==> config.mk <==
export PLATFORM = sky130hd
export DESIGN_NAME = tc_work_dispatcher
export DESIGN_NICKNAME = d
export VERILOG_FILES = /design/src/rtl/tc_work_dispatcher.sv
export SDC_FILE = /design/constraint.sdc
export NUM_CORES = 1
export LEC_CHECK = 0
export CAP_MARGIN = 20
export CORE_MARGIN = 2
export CORE_UTILIZATION = 45
export DETAILED_ROUTE_END_ITERATION = 8
export PLACE_DENSITY = 0.82
export SLEW_MARGIN = 10
export SYNTH_ARGS = -nofsm -noshare
export SYNTH_HDL_FRONTEND = slang
export SYNTH_SLANG_ARGS = --single-unit
==> constraint.sdc <==
create_clock -name clk -period 8.7 [get_ports clk]
set_clock_uncertainty 0.1 [all_clocks]
set_input_delay 1.305 -clock clk [delete_from_list [all_inputs] [get_ports clk]]
set_output_delay 1.305 -clock clk [all_outputs]
set_load 0.005 [all_outputs]
==> src/rtl/tc_work_dispatcher.sv <==
// tc_work_dispatcher
// Thread controller sitting between the scheduler node (SN) and one SIMD core
// plus one prefetch (PF) core. A request from SN names a work list (base
// address, item count). Every item is run on the SIMD core. While the SIMD
// core works on item i, the PF core is started on item i+1. When all items
// are finished, completion is reported back to SN.
//
// Work-list layout at base:
//   [base, base+GARG_BYTES)         global-argument block
//   L(i) = base + GARG_BYTES + i*LARG_BYTES   local-argument block of item i
// Address arithmetic wraps modulo 2^ADDR_WIDTH.
//
// Handshake contract (all outputs are registered):
//   SN side  : next_op is a level request that is sampled only in IDLE.
//              clr_next pulses for one cycle when the request is taken.
//              req_done pulses for one cycle when the whole list is finished.
//              next_op may be reasserted, or held, in the req_done cycle.
//   Core side: a core runs while its *_reset output is 0. It raises *_done
//              and holds it until *_reset returns to 1. The pointers for an
//              item are valid in the same cycle that its reset drops.
//              *_done is ignored outside RUN.
//
// dbg_state and dbg_idx expose the FSM state and the item counter. They exist
// so that checkers can bind to them.
module tc_work_dispatcher #(
  parameter int                    ADDR_WIDTH     = 64,
  parameter int                    WL_LEN_BITS    = 32,
  parameter int                    GARG_BYTES     = 64,
  parameter int                    LARG_BYTES     = 32,
  parameter logic [ADDR_WIDTH-1:0] SIMD_CODE_ADDR = '0
) (
  input  logic                   clk,
  input  logic                   reset,
  // scheduler node interface
  input  logic                   next_op,
  input  logic [ADDR_WIDTH-1:0]  next_addr,
  input  logic [WL_LEN_BITS-1:0] next_len,
  output logic                   clr_next,
  output logic                   req_done,
  // SIMD core interface
  input  logic                   simd_done,
  output logic                   simd_reset,
  output logic [ADDR_WIDTH-1:0]  g_arg_pointer,
  output logic [ADDR_WIDTH-1:0]  l_arg_pointer,
  output logic [ADDR_WIDTH-1:0]  simd_ptr,
  // prefetch core interface
  input  logic                   pf_done,
  output logic                   pf_reset,
  output logic [ADDR_WIDTH-1:0]  pf_ptr,
  // debug visibility
  output logic [2:0]             dbg_state,
  output logic [WL_LEN_BITS-1:0] dbg_idx
);

  localparam logic [2:0] ST_IDLE    = 3'd0;
  localparam logic [2:0] ST_CHECK   = 3'd1;
  localparam logic [2:0] ST_LAUNCH  = 3'd2;
  localparam logic [2:0] ST_RUN     = 3'd3;
  localparam logic [2:0] ST_ADVANCE = 3'd4;
  localparam logic [2:0] ST_DONE    = 3'd5;

  localparam logic [ADDR_WIDTH-1:0] GARG_OFS = ADDR_WIDTH'(GARG_BYTES);
  localparam logic [ADDR_WIDTH-1:0] LARG_OFS = ADDR_WIDTH'(LARG_BYTES);

  logic [2:0]             state_q;
  logic [2:0]             state_d;
  logic [ADDR_WIDTH-1:0]  base_q;
  logic [WL_LEN_BITS-1:0] len_q;
  logic [WL_LEN_BITS-1:0] idx_q;
  logic                   pf_busy_q;
  logic                   pf_ok_q;

  logic                   accept;
  logic                   run_exit;
  logic                   do_launch;
  logic                   has_next;
  logic [WL_LEN_BITS:0]   idx_plus1;
  logic [ADDR_WIDTH-1:0]  l_cur;
  logic [ADDR_WIDTH-1:0]  l_nxt;

  // Local-argument address of item i. The math is modulo 2^ADDR_WIDTH.
  function automatic logic [ADDR_WIDTH-1:0] item_addr(
    input logic [ADDR_WIDTH-1:0]  b,
    input logic [WL_LEN_BITS-1:0] i
  );
    return b + GARG_OFS + (ADDR_WIDTH'(i) * LARG_OFS);
  endfunction

  // Derived control terms. The item counter is extended by one bit, so idx+1
  // cannot overflow when len is at its maximum value.
  always_comb begin
    accept    = (state_q == ST_IDLE) && next_op;
    idx_plus1 = {1'b0, idx_q} + {{WL_LEN_BITS{1'b0}}, 1'b1};
    has_next  = idx_plus1 < {1'b0, len_q};
    l_cur     = item_addr(base_q, idx_q);
    l_nxt     = l_cur + LARG_OFS;
    // Leave RUN only when the SIMD core is done and any PF launched for this
    // item is done as well. A pf_done in the same cycle as simd_done counts.
    run_exit  = (state_q == ST_RUN) && simd_done &&
                (!pf_busy_q || pf_ok_q || pf_done);
    // Outputs are registered, so the launch values are loaded on the edge
    // into LAUNCH. That places them in the LAUNCH cycle itself. As a result,
    // simd_reset is high for only the single ADVANCE cycle between items.
    do_launch = ((state_q == ST_CHECK)   && (len_q != '0)) ||
                ((state_q == ST_ADVANCE) && (idx_q != len_q));
  end

  // Next-state logic
  always_comb begin
    state_d = state_q;
    case (state_q)
      ST_IDLE:    if (next_op) state_d = ST_CHECK;
      ST_CHECK:   state_d = (len_q == '0) ? ST_DONE : ST_LAUNCH;
      ST_LAUNCH:  state_d = ST_RUN;
      ST_RUN:     if (run_exit) state_d = ST_ADVANCE;
      ST_ADVANCE: state_d = (idx_q == len_q) ? ST_DONE : ST_LAUNCH;
      ST_DONE:    state_d = ST_IDLE;
      default:    state_d = ST_IDLE;
    endcase
  end

  // State register
  always_ff @(posedge clk or posedge reset) begin
    if (reset) begin
      state_q <= ST_IDLE;
    end else begin
      state_q <= state_d;
    end
  end

  // Request capture: base, length and the fixed per-request pointers
  always_ff @(posedge clk or posedge reset) begin
    if (reset) begin
      base_q        <= '0;
      len_q         <= '0;
      g_arg_pointer <= '0;
      simd_ptr      <= '0;
    end else if (accept) begin
      base_q        <= next_addr;
      len_q         <= next_len;
      g_arg_pointer <= next_addr;
      simd_ptr      <= SIMD_CODE_ADDR;
    end
  end

  // Item counter. It advances on RUN exit, so idx never exceeds len.
  always_ff @(posedge clk or posedge reset) begin
    if (reset) begin
      idx_q <= '0;
    end else if (accept) begin
      idx_q <= '0;
    end else if (run_exit) begin
      idx_q <= idx_plus1[WL_LEN_BITS-1:0];
    end
  end

  // SIMD core control: release on launch, force back into reset on RUN exit
  always_ff @(posedge clk or posedge reset) begin
    if (reset) begin
      simd_reset    <= 1'b1;
      l_arg_pointer <= '0;
    end else if (run_exit) begin
      simd_reset    <= 1'b1;
    end else if (do_launch) begin
      simd_reset    <= 1'b0;
      l_arg_pointer <= l_cur;
    end
  end

  // PF core control. PF is started on item idx+1 alongside the SIMD launch of
  // item idx, but only when that item exists. pf_ok records that the running
  // prefetch has finished. The flag persists through ADVANCE. A fresh
  // prefetch clears it, so RUN then waits for the new PF result.
  always_ff @(posedge clk or posedge reset) begin
    if (reset) begin
      pf_reset  <= 1'b1;
      pf_ptr    <= '0;
      pf_busy_q <= 1'b0;
      pf_ok_q   <= 1'b0;
    end else begin
      if (accept) begin
        pf_busy_q <= 1'b0;
        pf_ok_q   <= 1'b0;
      end
      if ((state_q == ST_RUN) && pf_busy_q && pf_done) begin
        pf_ok_q <= 1'b1;
      end
      if (run_exit) begin
        pf_reset <= 1'b1;
      end
      if (state_q == ST_ADVANCE) begin
        pf_busy_q <= 1'b0;
      end
      if (do_launch && has_next) begin
        pf_reset  <= 1'b0;
        pf_ptr    <= l_nxt;
        pf_busy_q <= 1'b1;
        pf_ok_q   <= 1'b0;
      end
    end
  end

  // One-cycle SN pulses: request taken, request complete
  always_ff @(posedge clk or posedge reset) begin
    if (reset) begin
      clr_next <= 1'b0;
      req_done <= 1'b0;
    end else begin
      clr_next <= accept;
      req_done <= (state_q == ST_DONE);
    end
  end

  assign dbg_state = state_q;
  assign dbg_idx   = idx_q;

endmodule

==> impl_metrics.yaml, run 1 <==
layout:
  nets: 2500
  fin_area_sq_um: 21800
  syn_to_final_growth_pct: 25.2
  final_util_pct: 56.8
  drive_gt1_share_pct: 6.68
  diodes: 0
  final_cells: 2837
worst_setup_path:
  crit_family: "simple AND/OR/NAND/NOR gates"
  worstSetupPathType: "reg -> reg"
  reg2reg_to: "pf_ptr[61]"
  rr_worst_depth: 19
  crit_chain: "and3_1 > and3_1 > nand3_1 > nor3_1 > and3_1 > nand3_1 > nor2_1 > xor2_1 > ha_1 > a21o_1 > a21oi_1 > nor2_1 > a211oi_1 > and3_1 > nand2_4 > buf_4 > nor4_1 > nand4_1 > o311ai_0"
  crit_path_end_kind: "flip-flop"
  slowest_delay_ns: 0.54
  worstSetupStartpointType: "flip-flop"
  cpMostUsedCell: "and3_1"
  cp_max_fo: 93
  path_buf_inv: 1
  rrSetupSlack_ns: 2.95
  cp_slowest_cell: "dfrtp_1"
  crit_arrival_ns: 6.09
  required_ns: 9.05
  r2r-start: "dbg_idx[2]"
clock_network:
  clock_latency_ns: 0.57
  post_cts_buffers: 0
  htree_levels: 1
  cts_sinks: 265
  cts_hold_buf: 0
  root_buffer: "clkbuf_16"
  tritoncts: "built"
  cts_buffers: 29
  cts_buffer_depth: 3
  post_cts_resized: 0
  path_clk_slew_ns: 0.06
drt:
  drc_errors: 0
  wirelength_microns: 58300
  dr.pass1.iters: 7
  wl_met1_microns: 25500
  dr.max_layer_used: "met4"
  vias: 16200
  wl_met3_microns: 4310
  viasPerCell: 5.72
  dr_wl_met2_microns: 26700
  wl_per_cell_microns: 20.6
  first_iter_violations: 1481
  route.antenna.remaining_nets: 0
min_path:
  worstHoldStart: "pf_ptr[20]"
  hold_path_depth: 2
  hp-class: "reg -> reg"
  holdPathEnd: "pf_ptr[20]"
synthesis:
  synth_cell_types: 87
  synth_area_leaders: "dfrtp_1 38%, nand2_1 8.8%, ha_1 7.0%"
  synth_common_cells: "408 x nand2_1, 263 x dfrtp_1, 136 x o21ai_0, 122 x nor2_1, 98 x ha_1"
  synth_top_area_cell: "dfrtp_1"
  yosysWarnings: 0
  async_reset_ff_share_pct: 100
  yosys.area.top_type_share_pct: 37.8
  yosysSeqAreaShare_pct: 38.1
  synth_edf_count: 0
  synthesis.area_sq_um: 17400
  yosysMostFrequentCell: "nand2_1"
  syn_inst: 2031
  synth_area_per_cell_sq_um: 8.57
  synth.ff_latch_count: 265
  ys.flop_type: "dfrtp_1"
sta:
  tns_ns: 0
  drv_slew: 0
  max_slew.worst_pin.slew_ns: 1.10
  slew_headroom_pct: 25.8
  rsz0062_at_grt: "false"
  post-route-period-util_pct: 66.0
  hold_slack_ns: 0.382
  finalHoldViolCount: 0
  finalSetupViolCount: 0
  finalCriticalPeriod_ns: 5.75
  fmax_ghz: 0.174
power_and_ir_drop:
  internal_power_mw: 4.13
  p_seq_share_pct: 32.9
  combPwrFrac_pct: 48.9
  peakVddDrop_mv: 0.183
  switching_power_mw: 2.87
  powerDensity_nw_per_um2: 321
  p_leak_nw: 9.66
  pwr-share-clk_pct: 18.2
  swShare_pct: 41.1
global_route:
  grt_pass1_wl_microns: 90400
  antenna_found_initial: 0
  grt_max_degree: 98
  grt_util_all_layers_pct: 28.2
  grt_overflow: 0
  grt_pass1_vias: 15600
floorplanning:
  row_count: 72
  die_x_microns: 201
  die_y_microns: 201
  initial_core_util_pct: 45.3
  ioPinCount: 396
  core_area_sq_um: 38400
  dieArea_sq_um: 40200
place:
  post_dp_cell_area_sq_um: 20800
  io_buffers: 331
  dp_hpwl_microns: 44800
  gp_congestion: 0.946
  placedCellCount: 2786
status:
  outcome: "complete, no violations"
run:
  cap_violations: 0
## flip-flops by register name, indices dropped and copies added (netlist names)
name           flops
l_arg_pointer     64
pf_reset           1
pf_ptr            64
len_q             32
pf_ok_q            1
simd_reset         1
base_q            64
pf_busy_q          1
dbg_idx           32
clr_next           1
dbg_state          3
req_done           1
## worst max path at each step
stage,from,cells past startpoint,endpoint,slack [ns]
after global routing,dbg_idx[2],19,pf_ptr[58],2.47
final,dbg_idx[2],19,pf_ptr[61],2.95
after CTS,dbg_idx[2],19,pf_ptr[51],3.09
after floorplan,reset,1,base_q[0],0.001
after detailed placement,dbg_idx[2],19,pf_ptr[51],3.12
after global placement,dbg_idx[2],19,pf_ptr[51],3.36
## layer usage
metal | track usage, % | vias up
li1 | - | 7591
met1 | 38.9 | 7799
met2 | 45.1 | 729
met3 | 4.84 | 102
met4 | 9.13 | 0
met5 | 0 | -
## power groups by stage
stage | sequential, mW | combinational, mW | clock, mW
after global placement | 2.30 | 3.30 | 0
final | 2.30 | 3.42 | 1.27
after global routing | 2.37 | 3.73 | 1.34
after CTS | 2.30 | 3.41 | 1.29
after floorplan | 2.14 | 1.89 | 0
after detailed placement | 2.31 | 3.38 | 0
## per-stage QoR
step                worst slack [ns]  total power, mW
floorplan                    0.00140             4.04
global placement                3.36             5.60
detailed placement              3.12             5.69
CTS                             3.09             6.99
global route                    2.47             7.44
finish                          2.95             7.00
## cell type report
| type | count | area [sq um] |
|---|---|---|
| Tap cell | 518 | 648 |
| Sequential cell | 265 | 6630 |
| Clock buffer | 34 | 764 |
| Timing Repair Buffer | 345 | 3420 |
| Clock inverter | 16 | 196 |
| Fill cell | 3387 | 16600 |
| Inverter | 56 | 220 |
| Multi-Input combinational cell | 1603 | 9910 |
## worst min-delay path: stages (launching register included)
cell and delay [ns]:
dfrtp_1 0.34, nand2_1 0.05, o21ai_0 0.06
## layout by cell type, fill, tap and decap left out, types with 37 or more instances in the layout
| cell type | Yosys | final |
|---|---|---|
| nor2_1 | 122 | 122 |
| inv_1 | 56 | 54 |
| o21ai_0 | 136 | 136 |
| mux2_2 | 50 | 50 |
| nand2_1 | 408 | 407 |
| conb_1 | 1 | 64 |
| nand4_1 | 49 | 49 |
| a21oi_1 | 75 | 74 |
| xor2_1 | 63 | 63 |
| nor4_1 | 38 | 37 |
| nand3_1 | 76 | 76 |
| dfrtp_1 | 263 | 263 |
| clkdlybuf4s50_1 | 0 | 331 |
| xnor2_1 | 68 | 68 |
| ha_1 | 98 | 98 |
## kinds of logic (layout without fill, tap and decap cells)
| group | Yosys count | after routing | synth area share, % |
|---|---|---|---|
| fa+ha+maj | 99 | 99 | 7.16 |
| simple gates | 857 | 857 | 23.3 |
| buf+inv | 226 | 451 | 6.46 |
| other cells | 1 | 64 | 0.0216 |
| mux | 53 | 53 | 3.41 |
| compound gates | 395 | 395 | 14.6 |
| flops | 265 | 265 | 38.1 |
| xor+xnor | 135 | 135 | 6.97 |
No activity file was read; power rests on OpenSTA's default activity.
==> run 2: changes to the inputs <==
clock period = 5 ns   (was 8.7 ns; I/O delays follow)
==> run 2 against run 1 <==
Compared with the run above:
- die area unchanged
- count of clock-buffer cells in the layout rose by 9
- via count rose by 1.2%
- worst hold slack got worse by 0.0081 ns
- wire length shrank 1.2%
- largest cell class unchanged
==> impl_metrics.yaml, run 2 (synthesis gave the netlist of run 1 again) <==
place:
  post_dp_cell_area_sq_um: 21300
  io_buffers: 331
  dp_hpwl_microns: 44400
  dp_slack_ns: 0.0874
  gp_congestion: 0.926
layout:
  drive_gt1_share_pct: 10.2
  most-common-layout-cells: "407 x nand2_1, 331 x clkdlybuf4s50_1, 256 x dfrtp_1"
  syn_to_final_growth_pct: 29.1
  reg.largest.list: "base_q x64, l_arg_pointer x64, pf_ptr x64"
  final_common_cell: "nand2_1"
  diodes: 0
  nets: 2562
  fillers: 3388
  fin_area_sq_um: 22500
  final_util_pct: 58.5
global_route:
  grt_pass1_vias: 15800
  grt_overflow: 0
  grt_max_degree: 129
  antenna_found_initial: 0
  grt_util_all_layers_pct: 27.7
  grt_pass1_wl_microns: 89400
clock_network:
  cts_buffer_depth: 3
  cts_buffers: 29
  clock_latency_ns: 0.57
  path_clk_slew_ns: 0.06
  tritoncts: "built"
  root_buffer: "clkbuf_16"
  htree_levels: 1
  cts_sinks: 265
  post_cts_buffers: 0
drt:
  wirelength_microns: 57600
  viasPerCell: 5.66
  wl_per_cell_microns: 19.9
  first_iter_violations: 1695
  dr.pass1.iters: 5
  vias: 16400
  drc_errors: 0
  route.antenna.remaining_nets: 0
worst_setup_path:
  slowest_delay_ns: 0.54
  startpoint: "dbg_idx[26]"
  worstSetupStartpointType: "flip-flop"
  cp_slowest_cell: "a211oi_1"
  cp_max_fo: 10
  reg2reg_to: "pf_ptr[61]"
  crit_cells: 12
  worstSetupPathType: "reg -> reg"
  path_buf_inv: 0
  cpMostUsedCell: "ha_1"
  endpoint: "pf_ptr[61]"
  rrSetupSlack_ns: 0.23
  crit_path_end_kind: "flip-flop"
  crit_chain: "ha_1 > ha_1 > and4_1 > nand2_1 > or4_1 > a211oi_1 > o2111ai_1 > xor2_1 > or3_1 > o211a_1 > a221oi_1 > o311ai_0"
  required_ns: 5.31
  crit_family: "compound AO/OA/AOI/OAI gates"
  r2r-start: "dbg_idx[26]"
  crit_arrival_ns: 5.07
  rr_worst_depth: 12
sta:
  drv_slew: 0
  max_slew.worst_pin.slew_ns: 0.977
  fmax_ghz: 0.210
  slew_headroom_pct: 34.7
  finalSetupViolCount: 0
  finalCriticalPeriod_ns: 4.77
  fin_ws_ns: 0.234
  tns_ns: 0
  post-route-period-util_pct: 95.3
  finalHoldViolCount: 0
floorplanning:
  dieArea_sq_um: 40200
  die_y_microns: 201
  initial_core_util_pct: 45.3
  ioPinCount: 396
  die_x_microns: 201
  core_area_sq_um: 38400
  row_count: 72
status:
  outcome: "complete, no violations"
min_path:
  hp-class: "reg -> reg"
  worstHoldStart: "pf_ptr[18]"
power_and_ir_drop:
  peakVddDrop_mv: 0.334
  p_leak_nw: 10.0
  p_total_mw: 12.4
  powerDensity_nw_per_um2: 553
run:
  cap_violations: 0
==> run 2: cell count changes in the layout (fill, tap and decap cells not counted), sizes merged <==
cell	change
clkinv	-3
bufinv	-1
buf	+63
clkbuf	+8
inv	-2
==> run 2: metal layers <==
layer,wire (microns),up-vias,track usage (%)
met5,0,-,0
met4,1880,0,9.07
met1,25100,7926,38.0
met3,3900,110,3.98
li1,-,7713,-
met2,26800,669,45.3
==> run 2: cell type report <==
cell class	instances	area (sq um)	area share (%)
clock buffer	43	868	3.87
clock inverter	10	146	0.652
inverter	56	216	0.964
multi-input combinational	1603	10000	44.6
sequential	265	6640	29.6
tap	518	648	2.89
timing repair buffer	407	3920	17.5
==> run 2: worst reg2reg max path: stages, from the launching register on <==
cell       delay, ns
dfrtp_1         0.53
ha_1            0.31
ha_1            0.48
and4_1          0.29
nand2_1         0.06
or4_1           0.52
a211oi_1        0.54
o2111ai_1       0.32
xor2_1          0.30
or3_1           0.50
o211a_1         0.26
a221oi_1        0.20
o311ai_0        0.18
==> run 2: report_power, final <==
group	internal, mW	switching [mW]	total [mW]
logic	2.96	3.21	6.18
clock network	1.35	0.914	2.27
registers	3.06	0.905	3.97
==> run 2: repair_timing <==
item	4_1_cts	5_1_grt
hold buffers	0	0
resized for setup	0	29
setup endpoints to repair	0	19
==> run 2: per-stage QoR <==
step	hold WS (ns)	instances
2_1_floorplan	0.372	2094
3_3_place_gp	0.361	2849
3_5_place_dp	0.371	2849
4_1_cts	0.384	2902
5_1_grt	0.408	2902
6_report	0.373	2902
==> run 2: worst min-delay path by stage <==
stage	end	slack (ns)	cells after the start
after detailed placement	pf_ptr[18]	0.37	2
after global routing	pf_ptr[21]	0.41	2
final	pf_ptr[18]	0.37	2
after global placement	pf_ptr[20]	0.36	2
after CTS	pf_ptr[18]	0.38	2
after floorplan	len_q[0]	0.37	2
